### config.mk
export PLATFORM = sky130hd
export DESIGN_NAME = load_store_unit
export DESIGN_NICKNAME = d
export VERILOG_FILES = /design/src/rtl/load_store_unit.sv
export SDC_FILE = /design/constraint.sdc
export NUM_CORES = 1
export LEC_CHECK = 0
export ABC_AREA = 0
export ABC_CLOCK_PERIOD_IN_PS = 3300
export CORE_MARGIN = 2
export CORE_UTILIZATION = 40
export DETAILED_ROUTE_END_ITERATION = 10
export GPL_TIMING_DRIVEN = 0
export HOLD_SLACK_MARGIN = 0.05
export PLACE_DENSITY = 0.77
export SLEW_MARGIN = 5
export SYNTH_ARGS = -nofsm -noshare
export SYNTH_HDL_FRONTEND = slang
export SYNTH_SLANG_ARGS = --single-unit
### constraint.sdc
create_clock -name clk -period 3.3 [get_ports clk]
set_input_delay 0.99 -clock clk [delete_from_list [all_inputs] [get_ports clk]]
set_output_delay 0.99 -clock clk [all_outputs]
set_load 0.02 [all_outputs]
### src/rtl/load_store_unit.sv
// Execute-stage load/store unit: converts RV32 byte-addressed loads/stores into
// word-indexed req/ack memory accesses, using read-modify-write for SB/SH.
//
// state | meaning
// ------+-----------------------------------------------------------
// IDLE  | waiting for a request; inputs sampled here only
// RD    | memory read (loads, read phase of SB/SH)
// WR    | memory write (SW, write phase of SB/SH)
// RESP  | one-cycle completion, done_o (and err_o if rejected)
module load_store_unit #(
    parameter int XLEN = 32
) (
    input  logic            clk,
    input  logic            rst_n,
    input  logic            ld_req_i,
    input  logic            st_req_i,
    input  logic [2:0]      funct3_i,
    input  logic [XLEN-1:0] addr_i,
    input  logic [XLEN-1:0] st_data_i,
    output logic            busy_o,
    output logic            done_o,
    output logic            err_o,
    output logic [XLEN-1:0] ld_data_o,
    output logic            mem_req_o,
    output logic            mem_wen_o,
    output logic [XLEN-1:0] mem_addr_o,
    output logic [XLEN-1:0] mem_wdata_o,
    input  logic [XLEN-1:0] mem_rdata_i,
    input  logic            mem_ack_i
);

    typedef enum logic [1:0] {
        IDLE = 2'd0,
        RD   = 2'd1,
        WR   = 2'd2,
        RESP = 2'd3
    } state_t;

    localparam logic [2:0] F3_B  = 3'b000;
    localparam logic [2:0] F3_H  = 3'b001;
    localparam logic [2:0] F3_W  = 3'b010;
    localparam logic [2:0] F3_BU = 3'b100;
    localparam logic [2:0] F3_HU = 3'b101;

    state_t state_q, state_d;

    logic [XLEN-1:0] addr_q;
    logic [2:0]      funct3_q;
    logic [XLEN-1:0] st_data_q;
    logic            is_store_q;
    logic            err_q;
    logic [XLEN-1:0] wdata_q;
    logic [XLEN-1:0] ld_data_q;

    logic            any_req;
    logic            accept;
    logic            f3_legal;
    logic            misaligned;
    logic            reject;
    logic            is_sw;

    logic [7:0]      byte_sel;
    logic [15:0]     half_sel;
    logic [XLEN-1:0] ld_ext;
    logic [XLEN-1:0] merge_word;

    // Request qualification, evaluated on the raw inputs in IDLE
    always_comb begin
        any_req  = ld_req_i | st_req_i;
        accept   = (state_q == IDLE) && any_req;
        f3_legal = 1'b0;
        if (st_req_i) begin
            f3_legal = (funct3_i == F3_B) || (funct3_i == F3_H) || (funct3_i == F3_W);
        end else begin
            f3_legal = (funct3_i == F3_B)  || (funct3_i == F3_H) || (funct3_i == F3_W) ||
                       (funct3_i == F3_BU) || (funct3_i == F3_HU);
        end
        misaligned = ((funct3_i[1:0] == 2'b01) && addr_i[0]) ||
                     ((funct3_i[1:0] == 2'b10) && (addr_i[1:0] != 2'b00));
        reject     = (ld_req_i && st_req_i) || !f3_legal || misaligned;
        is_sw      = st_req_i && (funct3_i == F3_W);
    end

    // Load lane extraction and sub-word merge both work on the live read word
    always_comb begin
        byte_sel = 8'h00;
        case (addr_q[1:0])
            2'd0:    byte_sel = mem_rdata_i[7:0];
            2'd1:    byte_sel = mem_rdata_i[15:8];
            2'd2:    byte_sel = mem_rdata_i[23:16];
            default: byte_sel = mem_rdata_i[31:24];
        endcase
        half_sel = addr_q[1] ? mem_rdata_i[31:16] : mem_rdata_i[15:0];

        ld_ext = mem_rdata_i;
        case (funct3_q)
            F3_B:    ld_ext = {{24{byte_sel[7]}}, byte_sel};
            F3_H:    ld_ext = {{16{half_sel[15]}}, half_sel};
            F3_BU:   ld_ext = {24'h000000, byte_sel};
            F3_HU:   ld_ext = {16'h0000, half_sel};
            default: ld_ext = mem_rdata_i;
        endcase
    end

    always_comb begin
        merge_word = mem_rdata_i;
        if (funct3_q[1:0] == 2'b00) begin
            case (addr_q[1:0])
                2'd0:    merge_word[7:0]   = st_data_q[7:0];
                2'd1:    merge_word[15:8]  = st_data_q[7:0];
                2'd2:    merge_word[23:16] = st_data_q[7:0];
                default: merge_word[31:24] = st_data_q[7:0];
            endcase
        end else begin
            if (addr_q[1]) begin
                merge_word[31:16] = st_data_q[15:0];
            end else begin
                merge_word[15:0]  = st_data_q[15:0];
            end
        end
    end

    always_ff @(posedge clk or negedge rst_n) begin
        if (!rst_n) begin
            state_q <= IDLE;
        end else begin
            state_q <= state_d;
        end
    end

    always_comb begin
        state_d = state_q;
        case (state_q)
            IDLE: begin
                if (any_req) begin
                    if (reject) begin
                        state_d = RESP;
                    end else if (is_sw) begin
                        state_d = WR;
                    end else begin
                        state_d = RD;
                    end
                end
            end
            RD: begin
                if (mem_ack_i) begin
                    state_d = is_store_q ? WR : RESP;
                end
            end
            WR: begin
                if (mem_ack_i) begin
                    state_d = RESP;
                end
            end
            default: state_d = IDLE;
        endcase
    end

    always_comb begin
        busy_o      = (state_q != IDLE);
        done_o      = (state_q == RESP);
        err_o       = (state_q == RESP) && err_q;
        mem_req_o   = (state_q == RD) || (state_q == WR);
        mem_wen_o   = (state_q == WR);
        mem_wdata_o = (state_q == WR) ? wdata_q : '0;
        mem_addr_o  = {2'b00, addr_q[XLEN-1:2]};
        ld_data_o   = ld_data_q;
    end

    // Request capture, load result and write word
    always_ff @(posedge clk or negedge rst_n) begin
        if (!rst_n) begin
            addr_q     <= '0;
            funct3_q   <= '0;
            st_data_q  <= '0;
            is_store_q <= 1'b0;
            err_q      <= 1'b0;
            wdata_q    <= '0;
            ld_data_q  <= '0;
        end else begin
            if (accept) begin
                addr_q     <= addr_i;
                funct3_q   <= funct3_i;
                st_data_q  <= st_data_i;
                is_store_q <= st_req_i;
                err_q      <= reject;
                wdata_q    <= st_data_i;
            end
            if ((state_q == RD) && mem_ack_i) begin
                if (is_store_q) begin
                    wdata_q <= merge_word;
                end else begin
                    ld_data_q <= ld_ext;
                end
            end
        end
    end

endmodule

# After elaboration in Yosys (flattened, before gate mapping)
# Cells that the tools add are included.
[word_totals]
inputBits = 104
ff_bits = 119
[op_classes]
n_eq_ne = 17
n_reduce_logical = 26
muxes = 22
n_bitwise = 2
[op_table]
columns = ["cell", "count"]
rows = [
  ["two-way mux 32 bit", 5],
  ["case mux 32 bit (4 select lines)", 1],
  ["two-way mux 16 bit", 3],
  ["two-way mux 8 bit", 4],
  ["case mux 8 bit (3 select lines)", 1],
  ["== test 3 bit (second input constant)", 4],
  ["two-way mux 2 bit", 5],
  ["== test 2 bit (second input constant)", 4],
  ["logical OR 1 bit", 8],
  ["logical AND 1 bit", 7],
  ["== test 2 x 1 -> 1 bit (second input constant)", 3],
  ["== test 3 x 1 -> 1 bit (second input constant)", 2],
  ["logical NOT 2 bit", 3],
  ["logical NOT 3 bit", 2],
  ["case mux 2 bit (3 select lines)", 1],
  ["inequality test 2 bit (second input constant)", 2],
  ["nonzero test 2 bit", 2],
  ["== test 3 x 2 -> 1 bit (second input constant)", 1],
  ["AND reduction 3 bit", 1],
  ["OR reduction 3 bit", 1],
  ["two-way mux 1 bit", 2],
  ["inequality test 2 x 1 -> 1 bit (second input constant)", 1],
  ["AND reduction 2 bit", 1],
  ["logical NOT 1 bit", 1],
  ["2 further kinds", 2],
]

# Logic depth before layout (Yosys ltp)
# Gate-level depths: netlist of the first run.
[depth]
word_depth = 12
ltp_mapped = 7
depth_no_buf = 6

# Worst setup path before layout of the first run
# Ideal clock, no wire load.
[synth_timing]
kind = "register to output"
from = "register state_q[0]"
to = "output mem_wdata_o[10]"
t_arrival_ps = 1305
n_path_buf = 1
stages_incl_launch_ff = 5
setup_slack_ps = 1005
path_cell_list = "dfrtp_1 -> inv_1 -> ha_1 -> clkbuf_1 -> and2_1"
[synth_between]
elab_chain_cells = 2
[synth_lines]
columns = ["element", "line", "rtl"]
rows = [
  ["from (decl)", "45", "state_t state_q, state_d;"],
  ["from (signal assigned)", "127", "state_q <= state_d;"],
  ["== test 2 bit", "--", ""],
  ["via mem_wen_o", "25", "output logic mem_wen_o,"],
  ["two-way mux 32 bit", "165", "mem_wdata_o = (state_q == WR) ? wdata_q : '0;"],
  ["to (decl)", "27", "output logic [XLEN-1:0] mem_wdata_o,"],
]
# The timed path passes the listed nets, and every way through them passes these cells.

# Worst setup path in the final report of the first run
[layout_timing]
from = "register state_q[0]"
to = "output mem_wdata_o[25]"
[layout_between]
elab_chain_cells = 2
[layout_lines]
columns = ["element", "line"]
rows = [
  ["== test 2 bit", "165"],
  ["two-way mux 32 bit", "165"],
]
# No other way between the ends.

==> results_dict.tcl, run 1 <==
set metrics [dict create \
    status "finished clean" \
    fin_nets 1102 \
    synth_cell_types 55 \
    multiInputGateArea_sq_mm 0.00316 \
    setup_viol 0 \
    dieHeight_um 134 \
    via_per_inst 5.36 \
    layout-drive-gt1-share 0.138 \
    synth_top_area_share 0.444 \
    clock_latency_ps 420 \
    cts_buffers 17 \
    synth_top_cells_by_area "dfrtp_1 44%, nand2_1 12%, a21oi_1 4.2%, buf_4 4.1%, and2_1 3.8%" \
    cts_tree "done" \
    r2r_slack_ps 1230 \
    routedWlPerCell_um 18.0 \
    final.fill_count 1458 \
    p_leak_nw 4.60 \
    cpMaxStageDelayCell "clkdlybuf4s50_1" \
    critPathBufInv 3 \
    r2r-start "state_q[1]" \
    core_area_sq_mm 0.0165 \
    syn_to_final_growth_pct 44.7 \
    hold_ws_ps 454 \
    critPathCaptureType "output pin" \
    ys_ff_latch 119 \
    numClockSinks 119 \
    grt_start_max_net_pins 87 \
    powerDensity_mw_per_mm2 1040 \
    diodes 0 \
    cts_resized 6 \
    die_w_um 134 \
    htree_levels 4 \
    cp_cell_sequence "inv_1, ha_4, clkbuf_4, and2_1, clkdlybuf4s50_1" \
    async_reset_ff_frac 1.00 \
    slowest_delay_ps 600 \
    initial_core_util 0.408 \
    synth_area_leader_cell "dfrtp_1" \
    gr-total-overflow 0 \
    r2r_end "ld_data_o[6]" \
    critPathLaunchType "flop" \
    gp_congestion 0.922 \
    relSlewSlack 0.569 \
    synth_edf_count 0 \
    seq_area_frac_synth 0.444 \
    area.sequential_sq_mm 0.00298 \
    cts_setup_buffers 0 \
    synth_common_cells "211 x nand2_1, 119 x dfrtp_1, 57 x a21oi_1" \
    worstPathArrival_ps 2150 \
    cp_top_family "buffers and inverters" \
    fmax_ghz 0.319 \
    hpwl_um 16300 \
    yosysWarnings 0 \
    portBuffers 201 \
    finalClockSkew_ps 3.88 \
    drc 0 \
    initialDrtViolationCount 517 \
    synth_ff_type "dfrtp_1" \
    routed-via-count 6574 \
    antenna_found_initial 0 \
    synth.avg_cell_area_sq_um 8.70 \
    firstDrtPassIters 5 \
    path_max_fanout 10 \
    post-route-period-util 0.951 \
    cts_root_buf "clkbuf_16" \
    max_cap_violations 0 \
    period_needed_ps 3140 \
    ir_drop_v 0.000558 \
    worst_r2r_path_depth 7 \
    setup_tns_ps 0 \
    critical_path_required_ps 2310 \
    ios 205 \
    rows 47 \
    first_global_vias 6469 \
    synth_cells 772 \
    grt_pass1_wl_um 35100 \
    hold_class "input pin to asynchronous set/reset pin" \
    critPathKind "flop to output pin" \
    rsz0062_at_grt "no" \
    clockBufferDepth 2 \
    yosysMostFrequentCell "nand2_1" \
    clk_pin_slew_ps 60 \
    drtAntennaViolNets 0 \
    grt_usage 0.254 \
    hold_viol_final 0 \
    maxSlewViolCount 0 \
    worstMarginPinSlew_ps 647 \
    die_area_sq_mm 0.0178 \
    ctsHoldBuffers 0 \
    wl_um 22100 \
    p_total_mw 10.1 \
    syn_area_sq_mm 0.00671 \
]
## worst max-delay path by stage
| stage | from | to | slack, ps | cells past startpoint |
|---|---|---|---|---|
| 2_1_floorplan | state_q[0] | mem_wdata_o[10] | 1000 | 4 |
| 3_3_place_gp | rst_n | wdata_q[23] | -3550 | 1 |
| 3_5_place_dp | state_q[0] | mem_wdata_o[28] | 200 | 5 |
| 4_1_cts | state_q[0] | mem_wdata_o[10] | 60 | 5 |
| 5_1_grt | state_q[0] | mem_wdata_o[25] | 60 | 5 |
| 6_report | state_q[0] | mem_wdata_o[25] | 160 | 5 |
## state kept, by name (all words and copies together), names as in the netlist
register	flops
ld_data_o	32
addr_q	32
wdata_q	32
state_q	2
funct3_q	3
is_store_q	1
st_data_q	16
err_q	1
## worst reg2reg max path, cell delays in order, from the launching register on
cell,delay [ps]
dfrtp_1,430
inv_1,100
ha_1,250
and3_1,220
clkbuf_1,270
clkbuf_1,400
o21ai_0,170
o21ai_1,140
## per-stage QoR
| stage | utilization | cell area, sq um | setup slack [ps] | std cells |
|---|---|---|---|---|
| final | 0.590 | 9710 | 161 | 1227 |
| after global routing | 0.590 | 9710 | 60.7 | 1227 |
| after CTS | 0.587 | 9670 | 63.2 | 1227 |
| after detailed placement | 0.549 | 9030 | 201 | 1195 |
| after global placement | 0.547 | 9000 | -3550 | 1194 |
| after floorplan | - | 6720 | 1000 | 773 |
## placed cells by master (no fill, tap or decap), drive strengths merged, types with 17 or more instances in the layout
master         count
buf               71
a31oi             24
clkdlybuf4s50    185
o21ai             64
a21oi             59
dfrtp            119
a211oi            17
clkbuf            36
mux2i             18
and2              41
nand2            211
## cells by family after synthesis
logic type               after synthesis  synth area share
AO/OA/AOI/OAI                        213             0.206
adder cells (fa/ha/maj)                4           0.00746
buffers and inverters                102            0.0874
flip-flops                           119             0.444
multiplexers                          27            0.0425
other                                  1          0.000559
AND/OR/NAND/NOR                      306             0.212
## cell type report
class | instances | area share
Timing Repair Buffer | 202 | 0.214
Tap cell | 220 | 0.0283
Clock inverter | 13 | 0.0184
Sequential cell | 119 | 0.307
Multi-Input combinational cell | 552 | 0.326
Clock buffer | 19 | 0.0456
Inverter | 16 | 0.00618
Buffer | 86 | 0.0551
## routing by layer
metal | up-vias | GRT usage | wire length, um | part of all wire
li1 | 3064 | - | - | -
met1 | 3130 | 0.344 | 9240 | 0.42
met2 | 334 | 0.393 | 10300 | 0.46
met3 | 46 | 0.0628 | 1890 | 0.086
met4 | 0 | 0.102 | 691 | 0.031
met5 | - | 0 | 0 | 0
## where the power goes
group          internal, mW  leakage (nW)  switching (mW)
sequential             2.19          1.45           0.558
clock                  1.28         0.295           0.691
combinational          2.46          2.86            2.92
total                  5.93          4.60            4.17
(Power assumes the default switching activity.)
==> run 2: changes to the inputs <==
GPL_TIMING_DRIVEN = unset   (was 0)
SETUP_SLACK_MARGIN = 0.15   (was unset)
==> results_dict.tcl, run 2 (same netlist as run 1, synthesis figures left out) <==
set metrics [dict create \
    status "finished clean" \
    final_common_cell "nand2_1" \
    initialDrtViolationCount 560 \
    cts_setup_buffers 0 \
    dr_wl_met3_um 1610 \
    critical_path_required_ps 2310 \
    post-place-ws_ps 487 \
    worstMarginPinSlew_ps 928 \
    rows 47 \
    syn_to_final_growth_pct 40.7 \
    clockBufferDepth 2 \
    core_area_sq_mm 0.0165 \
    final_util 0.573 \
    gp_congestion 0.835 \
    hold_class "flop to flop" \
    portBuffers 202 \
    cpMaxStageDelayCell "clkdlybuf4s50_1" \
    path_max_fanout 8 \
    drtAntennaViolNets 0 \
    fin_nets 1031 \
    powerDensity_mw_per_mm2 1050 \
    initial_core_util 0.408 \
    hold_ws_ps 471 \
    rsz0062_at_grt "no" \
    wl_um 21000 \
    worstPathArrival_ps 1970 \
    critPathCaptureType "output pin" \
    cp_cell_sequence "inv_1, ha_2, and2_1, clkdlybuf4s50_1" \
    antenna_found_initial 0 \
    grt_start_max_net_pins 82 \
    setup_tns_ps 0 \
    htree_levels 4 \
    diodes 0 \
    routedWlPerCell_um 18.1 \
    critPathKind "flop to output pin" \
    hpwl_um 14700 \
    relSlewSlack 0.381 \
    finalClockSkew_ps 5.73 \
    clk_pin_slew_ps 60 \
    final.fill_count 1447 \
    grt_pass1_wl_um 33600 \
    slowest_delay_ps 610 \
    gr-total-overflow 0 \
    cts_tree "done" \
    fmax_ghz 0.337 \
    ctsHoldBuffers 0 \
    die_w_um 134 \
    cts_buffers 17 \
    layout_common_cells "211 x nand2_1, 174 x clkdlybuf4s50_1, 119 x dfrtp_1, 57 x a21oi_1, 43 x o21ai_0" \
    p_leak_nw 4.56 \
    max_cap_violations 0 \
    wl_met2_um 10000 \
    die_area_sq_mm 0.0178 \
    hold_viol_final 0 \
    dieHeight_um 134 \
    cts_root_buf "clkbuf_16" \
    routed.top_layer "met4" \
    ios 205 \
    setup_viol 0 \
    first_global_vias 6141 \
    met1_length_um 8840 \
    setup_ws_ps 336 \
    grt_usage 0.241 \
    layout-drive-gt1-share 0.0887 \
    critPathBufInv 2 \
    numClockSinks 119 \
    ir_drop_v 0.000647 \
    maxSlewViolCount 0 \
    drc 0 \
    cp_top_family "buffers and inverters" \
    via_per_inst 5.43 \
    period_needed_ps 2960 \
    post-route-period-util 0.898 \
    firstDrtPassIters 5 \
    critPathLaunchType "flop" \
    clock_latency_ps 410 \
    routed-via-count 6275 \
]
-- run 2: path summary, 6_finish.rpt --
| path | start | end | slack, ps | cells after the start |
|---|---|---|---|---|
| worst min-delay path | addr_q[25] | addr_q[25] | 470 | 2 |
| min in group asynchronous | rst_n | wdata_q[25] | 550 | 1 |
| max in group asynchronous | rst_n | addr_q[24] | 1990 | 2 |
| worst min register to register | addr_q[25] | addr_q[25] | 470 | 2 |
| worst max-delay path | state_q[0] | mem_wdata_o[31] | 340 | 4 |
| worst max register to register | addr_q[1] | ld_data_o[16] | 1090 | 6 |
-- run 2: through the flow --
step	power, mW	instances	cell area (sq um)
after floorplan	6.00	773	6720
after global placement	7.59	1124	8670
after detailed placement	7.71	1124	8670
after CTS	9.98	1156	9380
after global routing	10.5	1156	9440
final	9.92	1156	9440
-- run 2: timing repair --
item,in CTS,in global routing
gates resized for setup,2,26
setup endpoints to repair,27,26
pin swaps,0,0
-- run 2: area by class of cell --
type	instances	area [sq um]	area share
inverters	16	60.1	0.00636
multi-input cells	552	3160	0.335
flip-flops and latches	119	2980	0.315
clock inverters	14	269	0.0285
repair buffers	217	2260	0.239
clock buffers	18	439	0.0465
well taps	220	275	0.0292
-- run 2: routing by layer --
metal | GRT usage | vias up
met5 | 0 | -
met4 | 0.0816 | 0
met3 | 0.0639 | 37
met2 | 0.377 | 274
met1 | 0.325 | 3048
li1 | - | 2916
-- run 2: worst register-to-register path: cells and delay by family, from the launching register on --
| kind | cells | cell delay [ps] |
|---|---|---|
| AOI/OAI and AO/OA | 2 | 380 |
| and+or+nand+nor | 2 | 510 |
| DFF | 1 | 560 |
| buffers and inverters | 2 | 680 |
-- run 2: where the power goes --
part / switching [mW] / internal (mW)
Combinational: 2.69 / 2.17
Clock: 0.715 / 1.52
Sequential: 0.639 / 2.19
==> run 3: changes to the inputs <==
CORE_UTILIZATION = 51   (was 40)
PLACE_DENSITY = 0.93   (was 0.77)
==> results_dict.tcl, run 3 (same netlist as run 1, synthesis figures left out) <==
set metrics [dict create \
    status "finished clean" \
    dp_cells 1080 \
    r2r_slack_ps 1100 \
    initialDrtViolationCount 652 \
    rsz0062_at_grt "yes" \
    hpwl_um 14400 \
    relSlewSlack 0.345 \
    ir_drop_v 0.000645 \
    via_per_inst 5.78 \
    worstMarginPinSlew_ps 982 \
    r2r-start "addr_q[1]" \
    path_max_fanout 14 \
    critPathLaunchType "flop" \
    layout-drive-gt1-share 0.0894 \
    min_path_cells 2 \
    rows 41 \
    r2r_end "wdata_q[13]" \
    fmax_ghz 0.325 \
    antenna_found_initial 0 \
    wl_met2_um 10200 \
    p_leak_nw 4.24 \
    grt_usage 0.300 \
    ctsHoldBuffers 0 \
    firstDrtPassIters 6 \
    worst_r2r_path_depth 4 \
    routed.top_layer "met4" \
    final_common_cell "nand2_1" \
    hold_viol_final 0 \
    htree_levels 4 \
    cts_tree "done" \
    layout_common_cells "211 x nand2_1, 192 x clkdlybuf4s50_1, 119 x dfrtp_1, 57 x a21oi_1, 43 x o21ai_0" \
    fin_nets 1035 \
    clock_latency_ps 430 \
    initial_core_util 0.528 \
    period_needed_ps 3080 \
    routedWlPerCell_um 18.9 \
    critical_path_required_ps 2310 \
    diodes 0 \
    powerDensity_mw_per_mm2 1040 \
    max_cap_violations 0 \
    ios 205 \
    die_w_um 119 \
    routed-via-count 6430 \
    drc 0 \
    hold_end "addr_q[9]" \
    stdcell_count 1112 \
    core_area_sq_mm 0.0127 \
    critPathCaptureType "output pin" \
    grt_start_max_net_pins 68 \
    cts_root_buf "clkbuf_16" \
    numClockSinks 119 \
    setup_tns_ps 0 \
    clk_pin_slew_ps 50 \
    critPathKind "flop to output pin" \
    setup_viol 0 \
    post-route-period-util 0.933 \
    drtAntennaViolNets 0 \
    min-delay-start "addr_q[9]" \
    cts_buffers 17 \
    hold_class "flop to flop" \
    wl_um 21000 \
    first_global_vias 6079 \
    dieHeight_um 119 \
    grt_pass1_wl_um 32900 \
    die_area_sq_mm 0.0141 \
    met1_length_um 8400 \
    portBuffers 202 \
    maxSlewViolCount 0 \
    gp_congestion 0.908 \
    dr_wl_met3_um 1860 \
    finalClockSkew_ps 4.39 \
    worstPathArrival_ps 2090 \
    gr-total-overflow 0 \
    syn_to_final_growth_pct 37.4 \
    clockBufferDepth 2 \
]
## run 3: cell types whose count changed in the layout (fill, tap and decap cells not counted), sizes merged
cell           change
clkdlybuf4s50     +18
dlymetal6s2s      -17
bufinv             -5
clkbuf             +5
buf                +4
clkinv             +4
inv                -3
clkinvlp           -1
dlygate4sd2        -1
## run 3: repair_timing
| item | CTS | global route |
|---|---|---|
| setup endpoints to repair | 0 | 25 |
| gates resized for setup | 0 | 10 |
| setup buffers | 0 | 0 |
## run 3: layer usage
layer,vias up,global-route usage
met2,369,0.489
li1,2925,-
met3,58,0.0743
met5,-,0
met4,0,0.114
met1,3078,0.384
## run 3: stage by stage
step,worst slack (ps),power [mW],utilization,area [sq um],hold WS (ps)
floorplan,1000,6.00,-,6720,447
global placement,507,7.52,0.677,8610,456
detailed placement,425,7.66,0.677,8610,462
CTS,177,9.57,0.723,9200,475
global route,132,10.1,0.725,9230,496
finish,220,9.60,0.725,9230,470
## run 3: layout make-up
type,instances,area [sq um]
Multi-Input combinational cell,552,3160
Clock buffer,23,488
Clock inverter,9,97.6
Timing Repair Buffer,221,2230
Tap cell,172,215
Fill cell,912,3500
Inverter,16,60.1
Sequential cell,119,2980
## run 3: worst max path at each step
stage / cells after the start / endpoint / start
global route: 5 / mem_wdata_o[25] / state_q[0]
detailed placement: 5 / wdata_q[19] / mem_ack_i
floorplan: 4 / mem_wdata_o[10] / state_q[0]
CTS: 5 / mem_wdata_o[10] / state_q[0]
finish: 5 / mem_wdata_o[11] / state_q[0]
global placement: 5 / wdata_q[16] / mem_ack_i
## run 3: power by group
part	switching [mW]	internal, mW	total [mW]
Combinational	2.71	2.18	4.90
Sequential	0.656	2.19	2.85
Clock	0.670	1.18	1.85
Total	4.04	5.56	9.60
## run 3: critical path, cell delays in order (launching register included)
cell             delay (ps)
dfrtp_1                 410
inv_1                    90
ha_1                    180
buf_4                   210
and2_1                  160
clkdlybuf4s50_1         600
